## src/rtl/wb_spram_ctrl_pkg.sv

```systemverilog
// Shared types and widths for the Wishbone single-port RAM controller.
package wb_spram_pkg;

  typedef enum logic [0:0] {
    CLEAR = 1'b0,
    RUN   = 1'b1
  } ctrl_state_e;

  localparam int WB_DW   = 32;
  localparam int WB_SELW = 4;

endpackage

```

## src/rtl/wb_spram_ctrl_clear.sv

```systemverilog
// Post-reset zero-fill sequencer: walks every RAM word once, then raises clr_done.
// Only compiled when WB_SPRAM_CTRL_CLEAR_EN is defined.
`ifdef WB_SPRAM_CTRL_CLEAR_EN
module wb_spram_clear
  import wb_spram_pkg::*;
#(
  parameter int size       = 'h80,
  parameter int addr_width = $clog2(size) - 2
) (
  input  logic                  clk,
  input  logic                  rst,
  output logic                  clr_active,
  output logic [addr_width-1:0] clr_addr,
  output logic                  clr_done
);

  localparam logic [addr_width-1:0] LAST_ADDR = addr_width'(size / 4 - 1);

  logic [addr_width-1:0] addr_q, addr_d;
  logic                  done_q, done_d;

  always_comb begin
    addr_d = addr_q;
    done_d = done_q;
    if (clr_active) begin
      if (addr_q == LAST_ADDR) begin
        done_d = 1'b1;
      end else begin
        addr_d = addr_q + {{(addr_width-1){1'b0}}, 1'b1};
      end
    end else begin
      addr_d = addr_q;
      done_d = done_q;
    end
  end

  always_ff @(posedge clk) begin
    if (rst) begin
      addr_q <= '0;
      done_q <= 1'b0;
    end else begin
      addr_q <= addr_d;
      done_q <= done_d;
    end
  end

  // Held off while rst is high so the first fill write lands on the first free cycle.
  assign clr_active = !done_q && !rst;
  assign clr_addr   = addr_q;
  assign clr_done   = done_q;

endmodule
`endif

```

## src/rtl/wb_spram_ctrl.sv

```systemverilog
// Wishbone B4 pipelined slave driving a single-port 32-bit RAM with 1-cycle read latency.
// Optional zero-fill after reset when WB_SPRAM_CTRL_CLEAR_EN is defined.
module wb_spram_ctrl
  import wb_spram_pkg::*;
#(
  parameter int size       = 'h80,
  parameter int addr_width = $clog2(size) - 2
) (
  input  logic                  clk,
  input  logic                  rst,
  input  logic                  wb_cyc,
  input  logic                  wb_stb,
  input  logic                  wb_we,
  input  logic [addr_width-1:0] wb_adr,
  input  logic [WB_SELW-1:0]    wb_sel,
  input  logic [WB_DW-1:0]      wb_dat_i,
  output logic [WB_DW-1:0]      wb_dat_o,
  output logic                  wb_ack,
  output logic                  wb_stall,
  output logic [addr_width-1:0] ram_addr,
  output logic                  ram_ce,
  output logic [WB_SELW-1:0]    ram_we,
  output logic [WB_DW-1:0]      ram_d,
  input  logic [WB_DW-1:0]      ram_q,
  output logic                  init_done
);

  ctrl_state_e state_q;
  logic        ack_q;
  logic        stall_q;
  logic        init_done_q;
  logic        accept_s;
  logic        clr_last_s;

`ifdef WB_SPRAM_CTRL_CLEAR_EN
  localparam ctrl_state_e RESET_STATE = CLEAR;
  localparam logic [addr_width-1:0] LAST_ADDR = addr_width'(size / 4 - 1);

  logic                  clr_active_s;
  logic [addr_width-1:0] clr_addr_s;
  logic                  clr_done_s;

  wb_spram_clear #(
    .size       (size),
    .addr_width (addr_width)
  ) u_clear (
    .clk        (clk),
    .rst        (rst),
    .clr_active (clr_active_s),
    .clr_addr   (clr_addr_s),
    .clr_done   (clr_done_s)
  );

  assign clr_last_s = (clr_active_s && (clr_addr_s == LAST_ADDR)) || clr_done_s;
`else
  localparam ctrl_state_e RESET_STATE = RUN;
  assign clr_last_s = 1'b1;
`endif

  assign accept_s = wb_cyc && wb_stb && !stall_q && !rst;

  always_ff @(posedge clk) begin
    if (rst) begin
      state_q     <= RESET_STATE;
      ack_q       <= 1'b0;
      stall_q     <= 1'b1;
      init_done_q <= 1'b0;
    end else begin
      ack_q <= accept_s;
      case (state_q)
        CLEAR: begin
          // Leave CLEAR on the edge that commits the last fill write.
          if (clr_last_s) begin
            state_q     <= RUN;
            stall_q     <= 1'b0;
            init_done_q <= 1'b1;
          end else begin
            stall_q     <= 1'b1;
            init_done_q <= 1'b0;
          end
        end
        RUN: begin
          stall_q     <= 1'b0;
          init_done_q <= 1'b1;
        end
        default: begin
          state_q     <= RESET_STATE;
          stall_q     <= 1'b1;
          init_done_q <= 1'b0;
        end
      endcase
    end
  end

  always_comb begin
    ram_ce   = 1'b0;
    ram_we   = 4'h0;
    ram_addr = wb_adr;
    ram_d    = wb_dat_i;
`ifdef WB_SPRAM_CTRL_CLEAR_EN
    if (clr_active_s) begin
      ram_ce   = 1'b1;
      ram_we   = 4'hF;
      ram_addr = clr_addr_s;
      ram_d    = 32'h0000_0000;
    end else
`endif
    if (accept_s) begin
      ram_ce = 1'b1;
      ram_we = wb_we ? wb_sel : 4'h0;
    end else begin
      ram_ce = 1'b0;
      ram_we = 4'h0;
    end
  end

  // Dropping wb_cyc in the ack cycle aborts the ack; the RAM access already happened.
  assign wb_ack    = ack_q && wb_cyc;
  assign wb_dat_o  = ram_q;
  assign wb_stall  = stall_q;
  assign init_done = init_done_q;

endmodule
```

## config.mk

```make
export PLATFORM = sky130hd
export DESIGN_NAME = wb_spram_ctrl
export DESIGN_NICKNAME = d
export VERILOG_FILES = /design/src/rtl/wb_spram_ctrl_pkg.sv /design/src/rtl/wb_spram_ctrl_clear.sv /design/src/rtl/wb_spram_ctrl.sv
export SDC_FILE = /design/constraint.sdc
export NUM_CORES = 1
export LEC_CHECK = 0
export ABC_AREA = 1
export CAP_MARGIN = 30
export CELL_PAD_IN_SITES_DETAIL_PLACEMENT = 1
export CELL_PAD_IN_SITES_GLOBAL_PLACEMENT = 2
export CORE_ASPECT_RATIO = 1.75
export CORE_MARGIN = 2
export CORE_UTILIZATION = 10
export DETAILED_ROUTE_END_ITERATION = 8
export PLACE_DENSITY = 0.95
export SETUP_SLACK_MARGIN = 0.15
export SKIP_CTS_REPAIR_TIMING = 1
export SYNTH_ARGS = -nofsm -noshare
export SYNTH_HDL_FRONTEND = slang
export SYNTH_SLANG_ARGS = --single-unit
```

## constraint.sdc

```tcl
create_clock -name clk -period 0.8 [get_ports clk]
set_input_delay 0.24 -clock clk [delete_from_list [all_inputs] [get_ports clk]]
set_output_delay 0.24 -clock clk [all_outputs]
set_load 0.005 [all_outputs]
```

Word-level counts from Yosys, hierarchy flattened
Index checks and enable logic that the tools add are counted.
- output and inout bits: 77
- register bits: 3
- word-level logic and storage cells: 14
- reductions and logical operators: 6
- multiplexer cells: 5
- operators by type and width (operator ; number):
    $mux 4 ; 2
    $logic_and 1x1->1 ; 4
    $mux 1 ; 3
    $logic_not 1->1 ; 2

Depth between registers and ports, before layout
Gate-level depths: netlist of run 1.
- depth in word-level cells: 4
- mapped depth: 4

Worst setup path before layout of run 1
OpenSTA, ideal clock, no wires.
- kind: reg2out
- start: reg stall_q, in the netlist wb_stall
- end: out ram_we[0]
- stages on the path, launching flop included: 4
- setup slack: -0.049 ns
- arrival time: 0.609 ns
- required time: 0.560 ns
- cell sequence: dfxtp_1 > nor2_2 > nand2_2 > nor2_1
- word-level cells in the longest chain between the ends: 4
- RTL lines (element ; RTL line ; text):
    start, declared ; wb_spram_ctrl.sv:30 ; logic stall_q;
    start signal, assigned ; wb_spram_ctrl.sv:66 ; stall_q <= 1'b1;
    start signal, assigned ; wb_spram_ctrl.sv:75 ; stall_q <= 1'b0;
    start signal, assigned ; wb_spram_ctrl.sv:78 ; stall_q <= 1'b1;
    $logic_not 1->1 ; wb_spram_ctrl.sv:60 ; assign accept_s = wb_cyc && wb_stb && !stall_q && !rst;
    $logic_and 1x1->1 (2 in a row) ; wb_spram_ctrl.sv:60 ;
    $mux 4 ; wb_spram_ctrl.sv:108 ; if (accept_s) begin
    end, declared ; wb_spram_ctrl.sv:22 ; output logic [WB_SELW-1:0] ram_we,
Every way passes these cells.

Worst setup path after layout of run 1
- start: reg stall_q, in the netlist wb_stall
- end: out ram_we[2]
The elaborated chain is that of the path after synthesis.

==> out/qor.txt, run 1 <==
CTS Buf Count = 3
number of port buffers = 16
R2R Path End = ack_q
Post-DP HPWL = 1.42 mm
Most used DFF post-synth = dfxtp_1
Syn Std Cell Area = 647 um^2
WS Path Type = reg -> out
initial antenna violation count = 0
die height = 110 um
detailed-route wire length per cell = 14.6 um
internal power = 557 uW
clk_lat worst skew = 220 ps
Reg2Reg Depth = 4
final std cells w/o fill = 125
Final setup viols = 8
initial core utilization = 10.4%
TritonCTS clock tree = done
syn nets = 167
gr ovfl total = 0
die area = 7150 um^2
Tightest Pin Transition = 153 ps
WP data required = 560 ps
synth top area cells = buf_4 (80%), dfxtp_1 (9.3%), nand2_1 (3.5%)
register area = 61.3 um^2
global-route usage over all layers = 4.82%
max cap viols = 0
R2R setup slack = 110 ps
unique cell type count in the Yosys netlist = 7
PD cells = 1450 nW/um^2
vias in the first global route = 340
Core Box Area = 6230 um^2
Clock Skew = 0.0587 ps
largest area contributor in the synthesized netlist = buf_4
Antenna Cells = 0
sw frac = 20.3%
clk buf depth = 2
largest net degree at the start of global routing = 7
Clk pwr share = 63.3%
Max-slew headroom = 89.8%
top cells by count, synth = buf_4 (69), nand2_1 (6), inv_1 (5)
Startpoint Class = flop
first-pass GRT wire length = 2.10 mm
CTS HTree Levels = 1
worst vdd ir = 0.243 mV
Post-Syn Instances = 89
CP endpoint = ram_we[2]
Final WS setup = -468 ps
Leakage = 0.254 nW
Die W = 64.8 um
ANT nets after route = 0
Switch Pwr = 142 uW
clk sinks = 3
met3 Use GR = 4.37%
endpoints failing hold = 0
Crit Path Max Fanout = 3
detailed router's first-iteration violation count = 4
GR met1 Demand/Resource = 0.740%
nets = 124
Pre-antenna DRT Iters = 2
EDFF count, synth = 0
Worst Setup SP = wb_stall
Root Buffer = clkbuf_8
Ports = 155
status = finished, violations left
area grow syn2layout = -25.5%
min cycle time layout = 1270 ps
Most Used Layer, Global Route = met4
clk slew on worst S/H paths = 30 ps
Final Max Slew Viols = 0
gp weighted congestion = 0.558
setup TNS = -2610 ps
WL final = 1.83 mm
sequential share of the synthesized area = 9.28%
# rows = 38
Syn Area/Cell = 7.27 um^2
Post-route DRC = 0
most numerous cell in the Yosys netlist = buf_4
DR vias = 314
RSZ-0062 raised after global routing = true
Post-synth ARST share = 0%
failing checks = negative setup slack
Ys Warns = 0
fin crit share = 158%
share of layout cells above drive strength 1 = 51.1%
sequential share of power = 23.2%
GRT met2 Usage = 5.67%
fmax = 789 MHz
synthesized flop and latch total = 3
CP Capture Type = output pin
Inst Count DP = 118
Hold Crit Class = in -> reg
Vias/cell = 2.51
Comb pwr share = 13.5%
Critical Path AT = 1030 ps
area of the multi-input gates = 77.6 um^2
top cell type's share of synthesized area = 80.1%
reg-to-reg startpoint = wb_stall
fill cell count = 738
==> sequential cells by signal, summed over array words and instances (netlist names) <==
signal,cells
ack_q,1
init_done,1
wb_stall,1
==> through the flow <==
step	hold slack, ps	utilization, %	total power, mW	worst slack (ps)	area [um^2]
after floorplan	268	-	0.457	-49.4	647
after global placement	480	6.49	0.249	-1010	404
after detailed placement	480	6.49	0.249	-1010	404
after CTS	480	7.21	0.699	-1020	449
after global routing	357	7.73	0.730	-523	482
final	344	7.73	0.698	-468	482
==> cell usage in the layout (no fill, tap or decap), drive strengths merged <==
| cell | synthesis | routed |
|---|---|---|
| buf | 69 | 10 |
| clkbuf | 0 | 7 |
| clkdlybuf4s50 | 0 | 4 |
| dfxtp | 3 | 3 |
| dlymetal6s2s | 0 | 4 |
| inv | 5 | 5 |
| nand2 | 7 | 7 |
| nor2 | 5 | 5 |
==> worst min path at each step <==
stage	startpoint	end	depth (start not counted)
detailed placement	wb_dat_i[1]	ram_d[1]	0
CTS	wb_dat_i[1]	ram_d[1]	0
finish	rst	wb_stall	2
floorplan	rst	wb_stall	0
global placement	wb_dat_i[1]	ram_d[1]	0
global route	rst	wb_stall	2
==> cells by family after synthesis <==
group | after synthesis | synth area share, %
and+or+nand+nor | 12 | 7.74
DFF | 3 | 9.28
buffers and inverters | 74 | 83.0
==> power groups by stage <==
stage          clock network, mW  registers, mW  logic [mW]
3_3_place_gp                   0          0.162      0.0867
2_1_floorplan                  0          0.163       0.294
6_report                   0.442          0.162      0.0944
5_1_grt                    0.465          0.163       0.103
4_1_cts                    0.451          0.160      0.0879
3_5_place_dp                   0          0.162      0.0872
==> layout make-up <==
class	count	area share, %
clock buffer	4	9.35
multi-input combinational	12	16.1
timing repair buffer	21	37.1
inverter	5	3.90
sequential	3	12.7
tap	80	20.8
==> critical path: stages (launching register included) <==
cell     delay [ps]
dfxtp_2         320
nor2_4           90
nand2_4          70
buf_6           120
nor2_1           90
buf_2           120
==> per-layer routing <==
metal	wire [um]	vias up
met1	157	104
li1	-	104
met3	484	62
met5	0	-
met4	505	0
met2	682	44
Note: power is estimated with default switching activity, not from simulation.
==> run 2, diff against run 1 <==
--- a/config.mk
+++ b/config.mk
@@ -16,6 +16,7 @@
 export PLACE_DENSITY = 0.95
 export SETUP_SLACK_MARGIN = 0.15
 export SKIP_CTS_REPAIR_TIMING = 1
+export SLEW_MARGIN = 20
 export SYNTH_ARGS = -nofsm -noshare
 export SYNTH_HDL_FRONTEND = slang
 export SYNTH_SLANG_ARGS = --single-unit
==> results of run 2 <==
The final DEF is identical to that of run 1; final timing and power are the same.
==> run 3, diff against run 2 <==
--- a/config.mk
+++ b/config.mk
@@ -12,6 +12,8 @@
 export CORE_ASPECT_RATIO = 1.75
 export CORE_MARGIN = 2
 export CORE_UTILIZATION = 10
+export CTS_CLUSTER_DIAMETER = 60
+export CTS_CLUSTER_SIZE = 24
 export DETAILED_ROUTE_END_ITERATION = 8
 export PLACE_DENSITY = 0.95
 export SETUP_SLACK_MARGIN = 0.15
@@ -20,3 +22,4 @@
 export SYNTH_ARGS = -nofsm -noshare
 export SYNTH_HDL_FRONTEND = slang
 export SYNTH_SLANG_ARGS = --single-unit
+export TNS_END_PERCENT = 100
==> results of run 3 <==
The final DEF is identical to that of run 1; final timing and power are the same.
